<file path="config.mk">
export PLATFORM = sky130hd
export DESIGN_NAME = line_buffer_sequencer
export DESIGN_NICKNAME = d
export VERILOG_FILES = /design/src/rtl/line_buffer_sequencer.sv
export SDC_FILE = /design/constraint.sdc
export NUM_CORES = 1
export LEC_CHECK = 0
export CAP_MARGIN = 10
export CELL_PAD_IN_SITES_DETAIL_PLACEMENT = 1
export CELL_PAD_IN_SITES_GLOBAL_PLACEMENT = 2
export CORE_MARGIN = 3
export CORE_UTILIZATION = 30
export CTS_CLUSTER_SIZE = 8
export DETAILED_ROUTE_END_ITERATION = 12
export PLACE_DENSITY = 0.79
export SLEW_MARGIN = 40
export SYNTH_ARGS = -nofsm -noshare
export SYNTH_HDL_FRONTEND = slang
export SYNTH_SLANG_ARGS = --single-unit
</file>
<file path="constraint.sdc">
create_clock -name bit_clk -period 2.4 [get_ports bit_clk]
set_input_delay 0.48 -clock bit_clk [delete_from_list [all_inputs] [get_ports bit_clk]]
set_output_delay 0.48 -clock bit_clk [all_outputs]
set_load 0.02 [all_outputs]
</file>
<file path="src/rtl/line_buffer_sequencer.sv">
// line_buffer_sequencer: column address, write enables and tap rotation
// for the binarized line buffer bank in the ball-detector path.
module line_buffer_sequencer #(
  parameter int NUM_BUFFERS = 4,
  parameter int LINE_WIDTH  = 640,
  parameter int FRAME_LINES = 480,
  parameter int X_BITS      = 10,
  parameter int Y_BITS      = 10,
  localparam int SW = (NUM_BUFFERS > 1) ? $clog2(NUM_BUFFERS) : 1
) (
  input  logic               bit_clk,
  input  logic               reset_n,
  input  logic               v_sync,
  input  logic               h_sync,
  input  logic               pixel_valid,
  output logic [X_BITS-1:0]  x_cont,
  output logic [Y_BITS-1:0]  y_cont,
  output logic [SW-1:0]      wr_sel,
  output logic [NUM_BUFFERS-1:0] wr_en,
  output logic [SW-1:0]      rd_rot,
  output logic [X_BITS-1:0]  tap_x,
  output logic               taps_valid,
  output logic               line_done,
  output logic               frame_done,
  output logic               overrun
);

  typedef enum logic [1:0] {IDLE, GAP, LINE} state_e;

  state_e            state_q, state_d;
  logic [X_BITS-1:0] x_q, x_d;
  logic [Y_BITS-1:0] y_q;
  logic [SW-1:0]     sel_q, fill_q;
  logic [SW-1:0]     rot_q;
  logic [X_BITS-1:0] tap_x_q;
  logic              tv_q, ld_q, fd_q, ovr_q;

  logic              from_idle, leave_idle;
  logic              enter_line, end_line;
  logic              accept, x_ok, y_ok, do_wr;
  logic [SW-1:0]     sel_cur, fill_cur;
  logic [Y_BITS-1:0] y_cur;

  always_comb begin
    state_d = state_q;
    if (!v_sync)     state_d = IDLE;
    else if (h_sync) state_d = LINE;
    else             state_d = GAP;
  end

  // Counters read as cleared on the very cycle a frame starts
  assign from_idle  = (state_q == IDLE);
  assign leave_idle = from_idle && (state_d != IDLE);
  assign sel_cur    = from_idle ? '0 : sel_q;
  assign fill_cur   = from_idle ? '0 : fill_q;
  assign y_cur      = from_idle ? '0 : y_q;

  assign enter_line = (state_d == LINE) && (state_q != LINE);
  assign end_line   = (state_q == LINE) && (state_d != LINE);

  assign accept = reset_n && ((state_q == LINE) || enter_line)
                  && h_sync && v_sync && pixel_valid;
  assign x_ok   = x_q < X_BITS'(LINE_WIDTH);
  assign y_ok   = y_cur < Y_BITS'(FRAME_LINES);
  assign do_wr  = accept && x_ok && y_ok;

  always_comb begin
    x_d = x_q;
    if (!h_sync || !v_sync)  x_d = '0;
    else if (accept && x_ok) x_d = x_q + X_BITS'(1);
  end

  always_ff @(posedge bit_clk or negedge reset_n) begin
    if (!reset_n) begin
      state_q <= IDLE;
      x_q     <= '0;
      y_q     <= '0;
      sel_q   <= '0;
      fill_q  <= '0;
      rot_q   <= '0;
      tap_x_q <= '0;
      tv_q    <= 1'b0;
      ld_q    <= 1'b0;
      fd_q    <= 1'b0;
      ovr_q   <= 1'b0;
    end else begin
      state_q <= state_d;
      x_q     <= x_d;
      if (end_line) begin
        sel_q  <= sel_cur + SW'(1);
        y_q    <= (y_cur == Y_BITS'(FRAME_LINES)) ?
                  y_cur : y_cur + Y_BITS'(1);
        fill_q <= (fill_cur == SW'(NUM_BUFFERS - 1)) ?
                  fill_cur : fill_cur + SW'(1);
      end else if (leave_idle) begin
        sel_q  <= '0;
        y_q    <= '0;
        fill_q <= '0;
      end
      if ((accept && !x_ok) || (enter_line && !y_ok))
        ovr_q <= 1'b1;
      // Taps follow the RAM write by its one-cycle read latency
      tv_q    <= do_wr && (fill_cur == SW'(NUM_BUFFERS - 1));
      tap_x_q <= x_q;
      rot_q   <= sel_cur;
      ld_q    <= end_line;
      fd_q    <= !from_idle && !v_sync;
    end
  end

  assign wr_en      = do_wr ? (NUM_BUFFERS'(1) << sel_cur) : '0;
  assign x_cont     = x_q;
  assign y_cont     = y_q;
  assign wr_sel     = sel_cur;
  assign rd_rot     = rot_q;
  assign tap_x      = tap_x_q;
  assign taps_valid = tv_q;
  assign line_done  = ld_q;
  assign frame_done = fd_q;
  assign overrun    = ovr_q;

endmodule

</file>
==> impl_metrics.tcl <==
set metrics [dict create \
    status "finished clean" \
    maxSlewViolCount 0 \
    numPortBuffers 46 \
    numCtsBuffers 5 \
    initial_core_util 0.312 \
    rr_startpoint "state_q[0]" \
    finalCritPeriodShare 0.954 \
    htreeDepth 2 \
    hp-class "in -> async" \
    grt_max_degree 46 \
    ctsHoldBuffers 0 \
    ys_types 40 \
    routed-wl-met3_um 151 \
    grt_pass1_vias 1642 \
    arrival_ns 1.81 \
    dieArea_um2 7210 \
    yosysSeqAreaShare 0.563 \
    detailroute.via_count 1552 \
    ys_seq_elements 42 \
    start_kind "input port" \
    final_net_count 252 \
    wl_met1_um 2190 \
    syn2layout_area_growth_pct 42.7 \
    drc_errors 0 \
    slew_headroom 0.619 \
    drv_cap 0 \
    ioPinCount 47 \
    design_area_um2 2660 \
    rows 28 \
    cts_max_path_buffers 2 \
    drtIter0Drc 82 \
    synth_top_family_by_area "simple AND/OR/NAND/NOR gates" \
    fmax_mhz 437 \
    skew_ns 0.00716 \
    path_class "in -> out" \
    overflow 0 \
    place_congestion 0.745 \
    critPathMaxFanout 2 \
    cts_tree "built" \
    rsz0062_at_grt "no" \
    core_area_um2 5990 \
    clock_latency_ns 0.29 \
    post-synth-top-area-fraction 0.563 \
    synth_compound_area_frac 0.0824 \
    dpl_cell_area_um2 2530 \
    synthXorXnorAreaFrac 0.0422 \
    async_flop_share 1.00 \
    maxUsedRoutingLayer "met4" \
    drive_gt1_frac 0.178 \
    finalHoldViolCount 0 \
    yosys.area_share.simple 0.231 \
    worst_slew_pin_slew_ns 0.572 \
    antenna_cells 0 \
    peakVddDrop_mv 0.255 \
    grt_pass1_wl_um 8390 \
    yosysTopAreaCell "dfrtp_1" \
    die_h_um 84.9 \
    yosys-top-cells-area "dfrtp_1 (56%), ha_1 (4.7%), xnor2_1 (3.3%)" \
    path_clk_slew_ns 0.08 \
    setup_viol 0 \
    synth_nets 182 \
    final_core_utilization 0.445 \
    cp.required_ns 1.92 \
    root_buffer "clkbuf_8" \
    wl_met2_um 2430 \
    routed_wirelength_um 4840 \
    wl_per_cell_um 15.3 \
    synth-adder-area-share 0.0469 \
    die_w_um 84.9 \
    nFillCells 665 \
    setup_tns_ns 0 \
    startpoint "pixel_valid" \
    antenna_found_initial 0 \
    ant_nets 0 \
    grtUsageTotal 0.147 \
    crit_path_end_kind "output pin" \
    syn_avg_cell_area_um2 11.0 \
    netlist_area_um2 1870 \
    clock-sinks 42 \
    ys.flop_type "dfrtp_1" \
    synth_enable_flop_cells 0 \
    layout_min_cycle_time_ns 2.29 \
    syn_inst 170 \
    pwr_density_cell_nw_per_um2 541 \
    ys_warn_count 0 \
    vias_per_cell 4.91 \
    power_leakage_nw 1.17 \
    firstDrtPassIters 4 \
    hpwl_um 3470 \
    synth_mux_area_frac 0.0107 \
]
flip-flops by register name, indices dropped and copies added (netlist names), 2 cells and up:
name / count
tap_x: 10
x_cont: 10
y_cont: 10
fill_q: 2
rd_rot: 2
sel_q: 2
state_q: 2
synthesized netlist by cell type (3+ instances only):
master	n
nor4_1	4
xnor2_1	7
nand2_1	15
inv_1	8
nor2_1	14
nor3_1	3
dfrtp_1	42
nand4_1	6
or4_1	3
and2_1	6
nand3_1	9
a21oi_1	5
o21ai_0	6
ha_1	7
o31ai_1	3
cells in the final DEF, fill, tap and decap left out, drive strengths merged, types with 2 or more instances in the layout:
cell and n:
dfrtp 42, nor2 14, buf 22, o21ai 8, nand2 16, o31ai 3
a21oi 5, clkdlybuf4s50 41, o211ai 2, mux2i 2, nor4b 2, and2 6
a31oi 2, or4 3, ha 7, and3 2, nand4 6, clkbuf 7
nor4 5, and2b 2, xnor2 7, inv 8, nand3 10, nor3 3
xor2 2
final timing paths:
kind | slack, ns | endpoint | cells past startpoint
setup / recovery | 0.11 | wr_en[2] | 7
max in group asynchronous | 1.68 | y_cont[9] | 2
setup reg to reg | 0.21 | y_cont[1] | 8
hold reg to reg | 0.45 | tap_x[6] | 0
min in group bit_clk | 0.45 | tap_x[6] | 0
hold / removal | 0.33 | tap_x[8] | 2
repair_timing:
item	4_1_cts	5_1_grt
gates resized for setup	13	8
pin swaps	1	1
setup endpoints to repair	4	4
setup buffers	2	0
kinds of logic (layout without fill, tap and decap cells):
group	count (synthesis)	after routing
flip-flops	42	42
adder cells (fa/ha/maj)	7	7
buffers and inverters	10	81
AND/OR/NAND/NOR	76	76
AO/OA/AOI/OAI	24	24
multiplexers	2	2
XOR/XNOR	9	9
routing by layer:
metal  track usage  up-vias
met5             0        -
met4        0.0475        0
met3        0.0282        4
met2         0.238       29
met1         0.200      781
li1              -      738
final cells by class:
class	instances	area [µm²]	area share
Inverter	8	30.0	0.0113
Clock buffer	6	72.6	0.0272
Tap cell	75	93.8	0.0352
Timing Repair Buffer	65	584	0.219
Multi-Input combinational cell	118	795	0.298
Sequential cell	42	1050	0.395
Clock inverter	2	37.5	0.0141
per-stage QoR:
| step | hold slack (ns) | instances | worst slack (ns) | total power, mW |
|---|---|---|---|---|
| 3_3_place_gp | 0.434 | 306 | -0.274 | 0.887 |
| 2_1_floorplan | 0.184 | 170 | 0.338 | 0.817 |
| 3_5_place_dp | 0.434 | 306 | -0.304 | 0.892 |
| 4_1_cts | 0.320 | 316 | 0.00541 | 1.46 |
| 6_report | 0.332 | 316 | 0.111 | 1.44 |
| 5_1_grt | 0.364 | 316 | 0.00531 | 1.51 |
critical path: stages:
cell	delay [ns]
clkdlybuf4s50_1	0.51
nand3_2	0.13
a211oi_4	0.19
buf_4	0.15
buf_4	0.09
and2_1	0.11
buf_2	0.15
power by group:
part	switching (mW)	internal (mW)	total [mW]	leakage, nW
registers	0.0148	0.726	0.741	0.578
logic	0.0859	0.0557	0.142	0.546
clock network	0.249	0.311	0.560	0.0514
total	0.350	1.09	1.44	1.17
(Power assumes the default switching activity.)
